===== src/rtl/iob_plic_claim_ctrl_if.sv =====
// Bundle of the controller's two channels:
//  - IOb master port toward the PLIC slave (claim read / complete write)
//  - interrupt hand-off channel toward the handler (valid/ready + done)
// Signal names keep the original port names so existing netlists map 1:1.
// master modport: the claim/complete controller.
// slave modport : the PLIC + handler side.
//  iob_avalid_o / iob_addr_o / iob_wdata_o / iob_wstrb_o : IOb request (wstrb 0 = read)
//  iob_ready_i / iob_rvalid_i / iob_rdata_i               : IOb accept / read response
//  irq_valid_o / irq_tgt_o / irq_id_o / irq_ready_i       : claimed interrupt offer
//  done_i                                                 : handler finished pulse
interface iob_plic_claim_ctrl_if #(
  parameter int unsigned ADDR_W = 16,
  parameter int unsigned DATA_W = 32,
  parameter int unsigned ID_W   = 4,
  parameter int unsigned TGT_W  = 1
);
  logic                  iob_avalid_o;
  logic [ADDR_W-1:0]     iob_addr_o;
  logic [DATA_W-1:0]     iob_wdata_o;
  logic [DATA_W/8-1:0]   iob_wstrb_o;
  logic                  iob_ready_i;
  logic                  iob_rvalid_i;
  logic [DATA_W-1:0]     iob_rdata_i;
  logic                  irq_valid_o;
  logic                  irq_ready_i;
  logic [TGT_W-1:0]      irq_tgt_o;
  logic [ID_W-1:0]       irq_id_o;
  logic                  done_i;

  modport master (
    output iob_avalid_o, iob_addr_o, iob_wdata_o, iob_wstrb_o,
    input  iob_ready_i, iob_rvalid_i, iob_rdata_i,
    output irq_valid_o, irq_tgt_o, irq_id_o,
    input  irq_ready_i, done_i
  );

  modport slave (
    input  iob_avalid_o, iob_addr_o, iob_wdata_o, iob_wstrb_o,
    output iob_ready_i, iob_rvalid_i, iob_rdata_i,
    input  irq_valid_o, irq_tgt_o, irq_id_o,
    output irq_ready_i, done_i
  );
endinterface


===== src/rtl/iob_plic_claim_ctrl.sv =====
// Hardware claim/complete sequencer for iob_plic.
// Picks one pending PLIC target round-robin, reads its claim register over
// IOb, offers the claimed ID to a handler, waits for done, then writes the ID
// back to the complete register. One interrupt in flight at a time.
// Ports:
//  clk_i      : clock, rising edge
//  rst_n_i    : synchronous active-low reset
//  meip_i     : per-target PLIC irq lines (level)
//  bus        : IOb master + interrupt hand-off channel (master modport)
//  busy_o     : FSM not idle (registered)
//  spurious_o : saturating count of claims that returned ID 0
module iob_plic_claim_ctrl #(
  parameter int unsigned       ADDR_W     = 16,
  parameter int unsigned       DATA_W     = 32,
  parameter int unsigned       N_SOURCES  = 8,
  parameter int unsigned       N_TARGETS  = 2,
  parameter logic [ADDR_W-1:0] CLAIM_BASE = 'h0200,
  parameter int unsigned       TGT_STRIDE = 4
) (
  input  logic                 clk_i,
  input  logic                 rst_n_i,
  input  logic [N_TARGETS-1:0] meip_i,
  iob_plic_claim_ctrl_if.master bus,
  output logic                 busy_o,
  output logic [7:0]           spurious_o
);

  localparam int unsigned ID_W  = $clog2(N_SOURCES + 1);
  localparam int unsigned TGT_W = (N_TARGETS > 1) ? $clog2(N_TARGETS) : 1;

  typedef enum logic [2:0] {
    S_IDLE,
    S_CLAIM_REQ,
    S_CLAIM_WAIT,
    S_DISPATCH,
    S_SERVICE,
    S_CMPL_REQ
  } state_t;

  state_t           r_state;
  logic [TGT_W-1:0] r_tgt;
  logic [ID_W-1:0]  r_id;
  logic [TGT_W-1:0] r_rr_ptr;
  logic [7:0]       r_spurious;
  logic             r_busy;

  state_t           w_state_nxt;
  logic [TGT_W-1:0] w_tgt_nxt;
  logic [ID_W-1:0]  w_id_nxt;
  logic [TGT_W-1:0] w_rr_nxt;
  logic [7:0]       w_spur_nxt;

  logic [2*N_TARGETS-1:0] w_meip2;
  logic [2*N_TARGETS-1:0] w_rot;
  logic                   w_sel_found;
  logic [TGT_W:0]         w_sel_off;
  logic [TGT_W:0]         w_sel_sum;
  logic [TGT_W-1:0]       w_sel_tgt;
  logic [TGT_W-1:0]       w_rr_inc;
  logic [ADDR_W-1:0]      w_addr;
  logic [ID_W-1:0]        w_rd_id;
  logic                   w_unused;

  // Round-robin pick: rotate a doubled copy of meip so bit 0 is the target at
  // rr_ptr, take the lowest set bit, then map the offset back with a wrap.
  assign w_meip2 = {meip_i, meip_i};
  assign w_rot   = w_meip2 >> r_rr_ptr;

  always_comb begin
    w_sel_found = 1'b0;
    w_sel_off   = '0;
    for (int unsigned k = 0; k < N_TARGETS; k++) begin
      if (!w_sel_found && w_rot[k]) begin
        w_sel_found = 1'b1;
        w_sel_off   = (TGT_W+1)'(k);
      end
    end
    w_sel_sum = {1'b0, r_rr_ptr} + w_sel_off;
    if (w_sel_sum >= (TGT_W+1)'(N_TARGETS)) begin
      w_sel_sum = w_sel_sum - (TGT_W+1)'(N_TARGETS);
    end
    w_sel_tgt = w_sel_sum[TGT_W-1:0];
  end

  assign w_rr_inc = (r_tgt == TGT_W'(N_TARGETS - 1)) ? '0 : r_tgt + TGT_W'(1);
  assign w_addr   = CLAIM_BASE + ADDR_W'(r_tgt) * ADDR_W'(TGT_STRIDE);
  assign w_rd_id  = bus.iob_rdata_i[ID_W-1:0];
  assign w_unused = ^bus.iob_rdata_i[DATA_W-1:ID_W];

  always_ff @(posedge clk_i) begin
    if (!rst_n_i) begin
      r_state    <= S_IDLE;
      r_tgt      <= '0;
      r_id       <= '0;
      r_rr_ptr   <= '0;
      r_spurious <= '0;
      r_busy     <= 1'b0;
    end else begin
      r_state    <= w_state_nxt;
      r_tgt      <= w_tgt_nxt;
      r_id       <= w_id_nxt;
      r_rr_ptr   <= w_rr_nxt;
      r_spurious <= w_spur_nxt;
      r_busy     <= (w_state_nxt != S_IDLE);
    end
  end

  always_comb begin
    w_state_nxt      = r_state;
    w_tgt_nxt        = r_tgt;
    w_id_nxt         = r_id;
    w_rr_nxt         = r_rr_ptr;
    w_spur_nxt       = r_spurious;
    bus.iob_avalid_o = 1'b0;
    bus.iob_addr_o   = '0;
    bus.iob_wdata_o  = '0;
    bus.iob_wstrb_o  = '0;
    bus.irq_valid_o  = 1'b0;
    bus.irq_tgt_o    = '0;
    bus.irq_id_o     = '0;

    case (r_state)
      S_IDLE: begin
        if (w_sel_found) begin
          w_tgt_nxt   = w_sel_tgt;
          w_state_nxt = S_CLAIM_REQ;
        end
      end

      S_CLAIM_REQ: begin
        bus.iob_avalid_o = 1'b1;
        bus.iob_addr_o   = w_addr;
        if (bus.iob_ready_i) begin
          w_state_nxt = S_CLAIM_WAIT;
        end
      end

      S_CLAIM_WAIT: begin
        if (bus.iob_rvalid_i) begin
          w_id_nxt = w_rd_id;
          if (w_rd_id == '0) begin
            // Nothing to hand off; count it and move past this target.
            if (r_spurious != 8'hFF) begin
              w_spur_nxt = r_spurious + 8'd1;
            end
            w_rr_nxt    = w_rr_inc;
            w_state_nxt = S_IDLE;
          end else begin
            w_state_nxt = S_DISPATCH;
          end
        end
      end

      S_DISPATCH: begin
        bus.irq_valid_o = 1'b1;
        bus.irq_tgt_o   = r_tgt;
        bus.irq_id_o    = r_id;
        if (bus.irq_ready_i) begin
          w_state_nxt = S_SERVICE;
        end
      end

      S_SERVICE: begin
        if (bus.done_i) begin
          w_state_nxt = S_CMPL_REQ;
        end
      end

      S_CMPL_REQ: begin
        bus.iob_avalid_o = 1'b1;
        bus.iob_addr_o   = w_addr;
        bus.iob_wstrb_o  = '1;
        bus.iob_wdata_o  = DATA_W'(r_id);
        if (bus.iob_ready_i) begin
          w_rr_nxt    = w_rr_inc;
          w_state_nxt = S_IDLE;
        end
      end

      default: begin
        w_state_nxt = S_IDLE;
      end
    endcase
  end

  assign busy_o     = r_busy;
  assign spurious_o = r_spurious;

endmodule

===== src/flat_wrapper.sv =====
// flat-port wrapper written by rule: the top's interface ports become plain ports
module iob_plic_claim_ctrl_flat 
#(
  parameter int unsigned       ADDR_W     = 16,
  parameter int unsigned       DATA_W     = 32,
  parameter int unsigned       N_SOURCES  = 8,
  parameter int unsigned       N_TARGETS  = 2,
  parameter logic [ADDR_W-1:0] CLAIM_BASE = 'h0200,
  parameter int unsigned       TGT_STRIDE = 4
)
  (clk_i, rst_n_i, meip_i, busy_o, spurious_o, bus_iob_avalid_o, bus_iob_addr_o, bus_iob_wdata_o, bus_iob_wstrb_o, bus_iob_ready_i, bus_iob_rvalid_i, bus_iob_rdata_i, bus_irq_valid_o, bus_irq_tgt_o, bus_irq_id_o, bus_irq_ready_i, bus_done_i);
  iob_plic_claim_ctrl_if #(.ADDR_W(ADDR_W), .DATA_W(DATA_W)) bus_i ();
  input  logic clk_i;
  input  logic rst_n_i;
  input  logic [N_TARGETS-1:0] meip_i;
  output logic busy_o;
  output logic [7:0] spurious_o;
  output wire logic [$bits(bus_i.iob_avalid_o)-1:0] bus_iob_avalid_o;
  output wire logic [$bits(bus_i.iob_addr_o)-1:0] bus_iob_addr_o;
  output wire logic [$bits(bus_i.iob_wdata_o)-1:0] bus_iob_wdata_o;
  output wire logic [$bits(bus_i.iob_wstrb_o)-1:0] bus_iob_wstrb_o;
  input wire logic [$bits(bus_i.iob_ready_i)-1:0] bus_iob_ready_i;
  input wire logic [$bits(bus_i.iob_rvalid_i)-1:0] bus_iob_rvalid_i;
  input wire logic [$bits(bus_i.iob_rdata_i)-1:0] bus_iob_rdata_i;
  output wire logic [$bits(bus_i.irq_valid_o)-1:0] bus_irq_valid_o;
  output wire logic [$bits(bus_i.irq_tgt_o)-1:0] bus_irq_tgt_o;
  output wire logic [$bits(bus_i.irq_id_o)-1:0] bus_irq_id_o;
  input wire logic [$bits(bus_i.irq_ready_i)-1:0] bus_irq_ready_i;
  input wire logic [$bits(bus_i.done_i)-1:0] bus_done_i;
  assign bus_iob_avalid_o = bus_i.iob_avalid_o;
  assign bus_iob_addr_o = bus_i.iob_addr_o;
  assign bus_iob_wdata_o = bus_i.iob_wdata_o;
  assign bus_iob_wstrb_o = bus_i.iob_wstrb_o;
  assign bus_i.iob_ready_i = bus_iob_ready_i;
  assign bus_i.iob_rvalid_i = bus_iob_rvalid_i;
  assign bus_i.iob_rdata_i = bus_iob_rdata_i;
  assign bus_irq_valid_o = bus_i.irq_valid_o;
  assign bus_irq_tgt_o = bus_i.irq_tgt_o;
  assign bus_irq_id_o = bus_i.irq_id_o;
  assign bus_i.irq_ready_i = bus_irq_ready_i;
  assign bus_i.done_i = bus_done_i;
  iob_plic_claim_ctrl #(.ADDR_W(ADDR_W), .DATA_W(DATA_W), .N_SOURCES(N_SOURCES), .N_TARGETS(N_TARGETS), .CLAIM_BASE(CLAIM_BASE), .TGT_STRIDE(TGT_STRIDE)) u_core (.clk_i(clk_i), .rst_n_i(rst_n_i), .meip_i(meip_i), .bus(bus_i), .busy_o(busy_o), .spurious_o(spurious_o));
endmodule

===== config.mk =====
export PLATFORM = sky130hd
export DESIGN_NAME = iob_plic_claim_ctrl_flat
export DESIGN_NICKNAME = d
export VERILOG_FILES = /design/src/rtl/iob_plic_claim_ctrl_if.sv /design/src/rtl/iob_plic_claim_ctrl.sv /design/src/flat_wrapper.sv
export SDC_FILE = /design/constraint.sdc
export NUM_CORES = 1
export LEC_CHECK = 0
export CELL_PAD_IN_SITES_DETAIL_PLACEMENT = 1
export CELL_PAD_IN_SITES_GLOBAL_PLACEMENT = 2
export CORE_MARGIN = 2
export CORE_UTILIZATION = 16
export DETAILED_ROUTE_END_ITERATION = 7
export PLACE_DENSITY_LB_ADDON = 0.1
export SYNTH_ARGS = -nofsm -noshare
export SYNTH_HDL_FRONTEND = slang
export SYNTH_SLANG_ARGS = --single-unit

===== constraint.sdc =====
create_clock -name clk_i -period 2.1 [get_ports clk_i]
set_clock_uncertainty 0.05 [all_clocks]
set_input_delay 0.21 -clock clk_i [delete_from_list [all_inputs] [get_ports clk_i]]
set_output_delay 0.21 -clock clk_i [all_outputs]
set_load 0.01 [all_outputs]

==> results.md <==
* Reg-to-reg endpoint: u_core.spurious_o[7]
* CP Capture Type: primary output
* Wire per inst at 11.45 microns
* Routed WL at 3425 microns
* Multi-input gate area at 742.0 sq um
* Post-layout util at 21.21%
* Gr usage total at 7.446%
* Post-CTS setup buffers at 0
* Clk network pwr share at about a third
* Residual DRC at 0
* Final setup vio count at 0
* Initial antenna violation count at 0
* Synth Instances at 155
* First-pass GRT wire length at 5133 microns
* Final Hold Fails at 0
* Avg Cell Area, Syn at 8.637 sq um
* VDD IR max at 0.0001912 V
* Routability Congestion at 0.7048
* Total negative setup slack at 0 ps
* CTS sink cnt at 18
* Sequential standard cell area at ~360 sq um
* Die W at 95.48 microns
* R2R cell count at 5
* Max-slew violations at 0
* Vias/cell at 3.488
* Minimum hold slack at 435.5 ps
* Post-synthesis register bit count at 18
* Mapped Area at approximately 1300 sq um
* Clock Root Buffer: clkbuf_8
* Combinational fraction of design power at 22.0%
* Pint at between 0.0006 and 0.0007 W
* Outcome: finished clean
* Vias in the first global route at 1014
* Layout net count at 236
* Number of synthesized flops with an enable pin at 0
* Rows at 33
* GR Overflow Total at 0
* HP Class: reg2reg
* Share of power burned in registers at 43.1%
* RR Startpoint: u_core.r_state[0]
* Clock buffer depth at 2
* Core Area at 8175 sq um
* PortBufs at 37
* Net Sw Frac at 28.42%
* Critical path data required time at 1840 ps
* Routed Antenna Nets at 0
* Hold EP: u_core.r_rr_ptr
* Final critical-path required period at 2012 ps
* H-Tree Depth at 1
* Hold Path Cell Cnt at 2
* RSZ-0062 raised after global routing: no
* Fill cell count at 986
* Initial Util at 16.38%
* CP Class: reg2out
* Area Growth Syn to Fin at 29.53%
* Die Ht at 95.48 microns
* Io pins at 108
* Drt pass-1 iters at 4
* CP arrival at 1750 ps
* Iter 0 DRT Violations at 11
* Worst-path clk slew at 80 ps
* Post-DP HPWL at around 2800 microns
* Leak Pwr at 0.6747 nW
* Vias post-DR at 1043
* Crit path max fanout at 10
* TritonCTS clock tree: done
* Layout cell share with drive strength beyond 1 at a little over a tenth
* R2r setup slk at ~290 ps
* Antenna cells at 0
* PD cells at 487.7 nW/um^2
* YS warnings at 0
* Hold Path Origin: u_core.r_rr_ptr
* Largest net degree at the start of global routing at 12
* MaxCap Viol Count at 0
* Max Clock Freq at 497.1 MHz
* CP Launch Type: flop
* Inserted Clock Buffers at 3
* Die footprint at 9115 sq um
* Synth Flop Type: dfxtp_1
* Period Utilization, post-route at 95.79%
* Worst-skew pair later-pin latency at 250 ps
* Yosys cell types at 42
* Sequential area share after synthesis at 26.92%
* Post-synthesis async set-or-reset flop share at 0%
* Net Switching at 0.0002403 W
[cell usage in the layout (no fill, tap or decap), types with 2 or more instances in the layout]
cell	instances
and2_1	10
nor3b_1	2
xor2_1	4
clkbuf_8	4
or3_1	2
nand4_1	3
buf_4	9
mux2i_1	6
inv_1	2
dfxtp_1	18
o21ai_0	2
nand2_1	7
nand3b_1	2
and3_1	2
a21oi_1	4
nor2_1	12
conb_1	42
clkdlybuf4s50_1	37
[what timing repair did]
action / in CTS / in global routing
setup endpoints to repair: 2 / 1
pin swaps: 0 / 0
hold buffers: 0 / 0
resized for setup: 1 / 1
[state kept, by name, indices dropped and copies added, names as in the netlist]
register           cells
u_core.r_state         3
u_core.r_tgt           1
u_core.spurious_o      8
u_core.busy_o          1
u_core.r_id            4
u_core.r_rr_ptr        1
[power groups by stage]
stage | logic, W | registers, W | clock network, W
2_1_floorplan | 0.000168 | 0.000371 | 0
3_3_place_gp | 0.000184 | 0.000372 | 0
3_5_place_dp | 0.000185 | 0.000373 | 0
4_1_cts | 0.000186 | 0.000365 | 0.000313
5_1_grt | 0.000206 | 0.000367 | 0.000328
6_report | 0.000186 | 0.000364 | 0.000295
[synth_stat cells (2+ instances only)]
master | n | share of area, %
dfxtp_1 | 18 | 27
inv_1 | 2 | 0.56
clkbuf_1 | 3 | 0.84
buf_4 | 47 | 26
nand4_1 | 3 | 1.4
or3_1 | 2 | 0.93
nand3b_1 | 2 | 1.1
and3_1 | 2 | 0.93
nand2_1 | 7 | 2.0
nor3b_1 | 2 | 1.1
xor2_1 | 4 | 2.6
nor2b_1 | 2 | 0.93
mux2i_1 | 6 | 4.5
nor2_1 | 12 | 3.4
and2_1 | 10 | 4.7
buf_6 | 2 | 1.7
o21ai_0 | 2 | 0.75
and3b_1 | 2 | 1.3
a21oi_1 | 4 | 1.5
[critical path, stage by stage (launching register included)]
cell and delay (ps):
dfxtp_1 500, and3b_2 320, and2_1 150, clkdlybuf4s50_1 530
[area by class of cell]
class                      instances  area share, %
timing repair buffer              46          25.25
inverter                           2         0.4329
clock buffer                       4          3.175
sequential                        18          20.78
tap                              105          7.576
multi-input combinational        124          42.79
[metal layers]
metal  share of wire [%]  GRT usage (%)
met1                  44          8.923
met3                 7.6          1.739
met5                   0              0
met4                 1.2          2.619
met2                  47          12.97
[how the worst max path moves through the flow]
stage | cells past startpoint | startpoint | end
4_1_cts | 3 | u_core.r_state[2] | bus_iob_wdata_o[2]
6_report | 3 | u_core.r_state[2] | bus_iob_wdata_o[2]
3_3_place_gp | 5 | bus_iob_rdata_i[3] | u_core.busy_o
5_1_grt | 3 | u_core.r_state[2] | bus_iob_wdata_o[2]
2_1_floorplan | 6 | u_core.r_state[2] | u_core.spurious_o[5]
3_5_place_dp | 5 | bus_iob_rdata_i[3] | u_core.busy_o
[metrics by stage]
stage | power (W) | cell area, sq um | cells | setup WS [ps]
6_report | 0.0008457 | 1734 | 299 | 88.43
2_1_floorplan | 0.0005393 | 1493 | 196 | 557.5
5_1_grt | 0.0009008 | 1734 | 299 | 3.288
3_3_place_gp | 0.0005554 | 1675 | 295 | 62.28
3_5_place_dp | 0.0005576 | 1675 | 295 | 64.20
4_1_cts | 0.0008631 | 1732 | 299 | 77.05
[cells by family after synthesis]
logic type / Yosys count / share of synthesized area [%]
AO/OA/AOI/OAI: 17 / 10.56
XOR/XNOR: 4 / 2.617
adder cells (fa/ha/maj): 1 / 0.9344
buffers and inverters: 54 / 29.44
flip-flops: 18 / 26.92
multiplexers: 6 / 4.486
other: 1 / 0.2801
AND/OR/NAND/NOR: 54 / 24.77
Note: power is estimated with default switching activity, not from simulation.
